$ cat src/rtl/hc595_serial_driver.sv
// Serial driver for two cascaded 74HC595 shift registers.
// Emits ds/sh_cp/st_cp frames, MSB first, repeating while enabled.
module hc595_serial_driver #(
    parameter int DATA_W  = 16,
    parameter int CLK_DIV = 2
) (
    input  logic              clk,
    input  logic              reset_n,
    input  logic [DATA_W-1:0] data,
    input  logic              chip_en,
    output logic              sh_cp,
    output logic              st_cp,
    output logic              ds
);

    localparam int STEPS = 2 * DATA_W + 1;
    localparam int SW    = $clog2(STEPS);
    localparam int DW    = (CLK_DIV > 1) ? $clog2(CLK_DIV) : 1;

    localparam logic [SW-1:0] LAST_STEP = SW'(2 * DATA_W);
    localparam logic [DW-1:0] DIV_TOP   = DW'(CLK_DIV - 1);

    typedef enum logic {
        IDLE,
        SHIFT
    } state_t;

    state_t            state_q, state_d;
    logic [DW-1:0]     div_q, div_d;
    logic [SW-1:0]     step_q, step_d;
    logic [DATA_W-1:0] shadow_q, shadow_d;
    logic              ds_q, ds_d;
    logic              sh_q, sh_d;
    logic              st_q, st_d;
    logic              start;
    logic              adv;

    always_ff @(posedge clk or negedge reset_n) begin
        if (!reset_n) begin
            state_q  <= IDLE;
            div_q    <= '0;
            step_q   <= '0;
            shadow_q <= '0;
            ds_q     <= 1'b0;
            sh_q     <= 1'b0;
            st_q     <= 1'b0;
        end else begin
            state_q  <= state_d;
            div_q    <= div_d;
            step_q   <= step_d;
            shadow_q <= shadow_d;
            ds_q     <= ds_d;
            sh_q     <= sh_d;
            st_q     <= st_d;
        end
    end

    always_comb begin
        state_d  = state_q;
        div_d    = div_q;
        step_d   = step_q;
        shadow_d = shadow_q;
        ds_d     = ds_q;
        sh_d     = sh_q;
        st_d     = st_q;
        start    = 1'b0;
        adv      = 1'b0;

        unique case (state_q)
            IDLE: begin
                ds_d = 1'b0;
                sh_d = 1'b0;
                st_d = 1'b0;
                if (chip_en) begin
                    state_d = SHIFT;
                    start   = 1'b1;
                end
            end
            SHIFT: begin
                if (div_q == DIV_TOP) begin
                    div_d = '0;
                    if (step_q != LAST_STEP) begin
                        adv = 1'b1;
                    end else if (chip_en) begin
                        start = 1'b1;
                    end else begin
                        state_d = IDLE;
                        step_d  = '0;
                        ds_d    = 1'b0;
                        sh_d    = 1'b0;
                        st_d    = 1'b0;
                    end
                end else begin
                    div_d = div_q + 1'b1;
                end
            end
        endcase

        if (start) begin
            div_d    = '0;
            step_d   = '0;
            shadow_d = data;
            ds_d     = data[DATA_W-1];
            sh_d     = 1'b0;
            st_d     = 1'b0;
        end

        // Shadow shifts left once per bit, so bit DATA_W-2 is always the next one out.
        if (adv) begin
            step_d = step_q + 1'b1;
            if (step_d == LAST_STEP) begin
                sh_d = 1'b0;
                st_d = 1'b1;
            end else if (step_d[0]) begin
                sh_d = 1'b1;
            end else begin
                sh_d     = 1'b0;
                ds_d     = shadow_q[DATA_W-2];
                shadow_d = {shadow_q[DATA_W-2:0], 1'b0};
            end
        end
    end

    assign ds    = ds_q;
    assign sh_cp = sh_q;
    assign st_cp = st_q;

endmodule

$ cat config.mk
export PLATFORM = sky130hd
export DESIGN_NAME = hc595_serial_driver
export DESIGN_NICKNAME = d
export VERILOG_FILES = /design/src/rtl/hc595_serial_driver.sv
export SDC_FILE = /design/constraint.sdc
export NUM_CORES = 1
export LEC_CHECK = 0
export ABC_AREA = 1
export CAP_MARGIN = 10
export CORE_ASPECT_RATIO = 2
export CORE_MARGIN = 3
export CORE_UTILIZATION = 35
export CTS_CLUSTER_DIAMETER = 100
export CTS_CLUSTER_SIZE = 14
export DETAILED_ROUTE_END_ITERATION = 16
export PLACE_DENSITY = 0.62
export SKIP_CTS_REPAIR_TIMING = 1
export SYNTH_ARGS = -nofsm -noshare
export SYNTH_HDL_FRONTEND = slang
export SYNTH_SLANG_ARGS = --single-unit
$ cat constraint.sdc
create_clock -name clk -period 1.9 [get_ports clk]
set_clock_uncertainty 0.2 [all_clocks]
set_input_delay 0.38 -clock clk [delete_from_list [all_inputs] [get_ports clk]]
set_output_delay 0.38 -clock clk [all_outputs]
set_load 0.005 [all_outputs]
==> results.sh <==
export IMPL_fin_nets=250
export IMPL_max_stage_delay_ns=0.44
export IMPL_first_pass_iters=4
export IMPL_gp_congestion=0.737
export IMPL_crit_type="reg2reg"
export IMPL_cts_clk_slew_worst_paths_ns=0.09
export IMPL_cts_tree="built"
export IMPL_grt_total_usage_pct=14.2
export IMPL_initialDrtViolationCount=24
export IMPL_maxSlewHeadroom_pct=77.3
export IMPL_slowest_stage="dfrtp_2"
export IMPL_rsz0062_at_grt="yes"
export IMPL_total_leakage_power_nw=1.03
export IMPL_pin_count=22
export IMPL_vias=1314
export IMPL_clkLatencyLatePin_ns=0.28
export IMPL_synth_seq_cells=26
export IMPL_worst_r2r_path_depth=10
export IMPL_ant_nets=0
export IMPL_cts_num_sinks=26
export IMPL_drv_slew=0
export IMPL_area_growth_pct=34.3
export IMPL_first_global_vias=1271
export IMPL_dpl_cell_count=268
export IMPL_max_freq_mhz=558
export IMPL_cts_root_buf="clkbuf_8"
export IMPL_num_antenna_cells=0
export IMPL_r2r_end="shadow_q[4]"
export IMPL_cp_max_fo=7
export IMPL_path_delay_family="simple AND/OR/NAND/NOR gates"
export IMPL_status="finished, final reports clean"
export IMPL_crit_chain="ha_2 -> nand2_2 -> inv_1 -> nand3_1 -> nand2_2 -> nor2_4 -> nand2_8 -> buf_4 -> nand3_1 -> nand2_1"
export IMPL_grt_ovfl_total=0
export IMPL_powerDensity_mw_per_mm2=475
export IMPL_cp_buffers_inverters=2
export IMPL_synth_fp_nets=214
export IMPL_netlist_area_sq_mm=0.00153
export IMPL_final_common_cell="nand2_1"
export IMPL_yosysWarnings=0
export IMPL_initial_core_util_pct=36.6
export IMPL_fin_crit_sh_pct=94.4
export IMPL_dieArea_sq_mm=0.00524
export IMPL_die_w_microns=52.7
export IMPL_min_period_ns=1.79
export IMPL_synthDistinctLibCells=22
export IMPL_wirelength_microns=3430
export IMPL_irDropWorstVdd_uv=372
export IMPL_rr_startpoint="step_q[0]"
export IMPL_yosysSeqAreaShare_pct=42.6
export IMPL_cts_buffers=3
export IMPL_end_kind="register"
export IMPL_fin_area_sq_mm=0.00205
export IMPL_layout_cells_non_filler=280
export IMPL_synthCells=193
export IMPL_portBuffers=21
export IMPL_die_y_microns=99.4
export IMPL_postPlaceCellArea_sq_mm=0.00182
export IMPL_crit_arrival_ns=1.77
export IMPL_tightest_slew_ns=0.340
export IMPL_clock_path_buffers=2
export IMPL_grt_pass1_wl_microns=5670
export IMPL_rows=33
export IMPL_vias_per_cell=4.69
export IMPL_reg2reg_slack_ns=0.11
export IMPL_post_route_cells_drive_above_1_share_pct=28.1
export IMPL_htreeDepth=1
export IMPL_routedWlPerCell_microns=12.3
export IMPL_post_synth_cell_area_avg_sq_um=7.92
export IMPL_cp_start_kind="register"
export IMPL_core_region_area_sq_mm=0.00417
export IMPL_antenna_found_initial=0
export IMPL_drv_cap=0
export IMPL_grt_max_degree=27
export IMPL_finalHoldViolCount=0
export IMPL_drc_errors=0
export IMPL_required_ns=1.87
export IMPL_layout_common_cells="nand2_1, dfrtp_1, clkdlybuf4s50_1"
export IMPL_min_path_type="in2async"
export IMPL_dp_hpwl_microns=2420
export IMPL_setup_viol=0
-- sequential cells by signal, summed over array words and instances, names as in the netlist --
name and count:
shadow_q 15, step_q 6, div_q 1, ds 1, sh_cp 1, st_cp 1
state_q 1
-- final cells by class --
cell class / instances / area [sq um]
fill: 410 / 2120
multi-input combinational: 148 / 850
sequential: 26 / 653
timing repair buffer: 35 / 365
tap: 52 / 65.1
inverter: 15 / 63.8
clock buffer: 4 / 55.1
-- Yosys cell counts --
cell type / instances / share of area, %
buf_4: 1 / 0.49
inv_1: 9 / 2.2
dfrtp_1: 26 / 43
buf_12: 1 / 1.3
nor2_8: 2 / 2.6
buf_6: 3 / 2.2
nand2_4: 3 / 2.2
a21oi_1: 4 / 1.3
nand2_1: 83 / 20
inv_4: 2 / 0.82
inv_2: 4 / 0.98
nand2_8: 1 / 1.3
o21ai_0: 6 / 2.0
or2_2: 1 / 0.41
nand4_1: 2 / 0.82
ha_1: 2 / 1.6
nand3_1: 21 / 6.9
o21ai_2: 1 / 0.57
nor2_4: 2 / 1.5
nand2_2: 14 / 5.7
nand3_2: 2 / 1.3
nor2_1: 3 / 0.74
-- through the flow --
stage	power, mW	setup WS, ns	hold slack [ns]	utilization (%)	TNS, ns
global route	1.03	-0.0180	0.293	49.2	-0.0620
finish	0.974	0.107	0.264	49.2	0
global placement	0.619	0.0106	0.290	43.6	0
floorplan	0.567	0.0489	-0.116	-	0
CTS	0.997	0.0310	0.284	44.9	0
detailed placement	0.619	-0.00936	0.301	43.6	-0.0238
-- kinds of logic (layout without fill, tap and decap cells) --
| logic type | after synthesis | after routing | synth area share [%] |
|---|---|---|---|
| AOI/OAI and AO/OA | 11 | 11 | 3.85 |
| adders and majority gates | 2 | 2 | 1.64 |
| and+or+nand+nor | 134 | 135 | 43.9 |
| DFF | 26 | 26 | 42.6 |
| buffers and inverters | 20 | 54 | 8.03 |
-- power by group --
group          switching [mW]  leakage [nW]  internal (mW)
combinational          0.0192         0.691         0.0344
sequential                  0         0.314          0.553
clock                   0.181        0.0288          0.186
-- worst reg2reg max path, delay by kind of cell (launching register included) --
kind | cells | cell delay [ns]
fa+ha+maj | 1 | 0.20
buf+inv | 2 | 0.23
flops | 1 | 0.44
simple gates | 7 | 0.61
-- routing by layer --
| layer | wire (microns) | GRT usage (%) |
|---|---|---|
| met1 | 1270 | 16.0 |
| met2 | 2030 | 25.7 |
| met3 | 63 | 1.50 |
| met4 | 74 | 6.50 |
| met5 | 0 | 0 |
-- worst max path at each step --
stage / from / to / slack [ns] / depth (start not counted)
floorplan: step_q[0] / shadow_q[10] / 0.05 / 12
global placement: chip_en / step_q[2] / 0.01 / 7
detailed placement: chip_en / shadow_q[1] / -0.009 / 10
CTS: step_q[0] / shadow_q[4] / 0.03 / 10
global route: step_q[0] / shadow_q[4] / -0.02 / 10
finish: step_q[0] / shadow_q[4] / 0.11 / 10
Note: power is estimated with default switching activity, not from simulation.
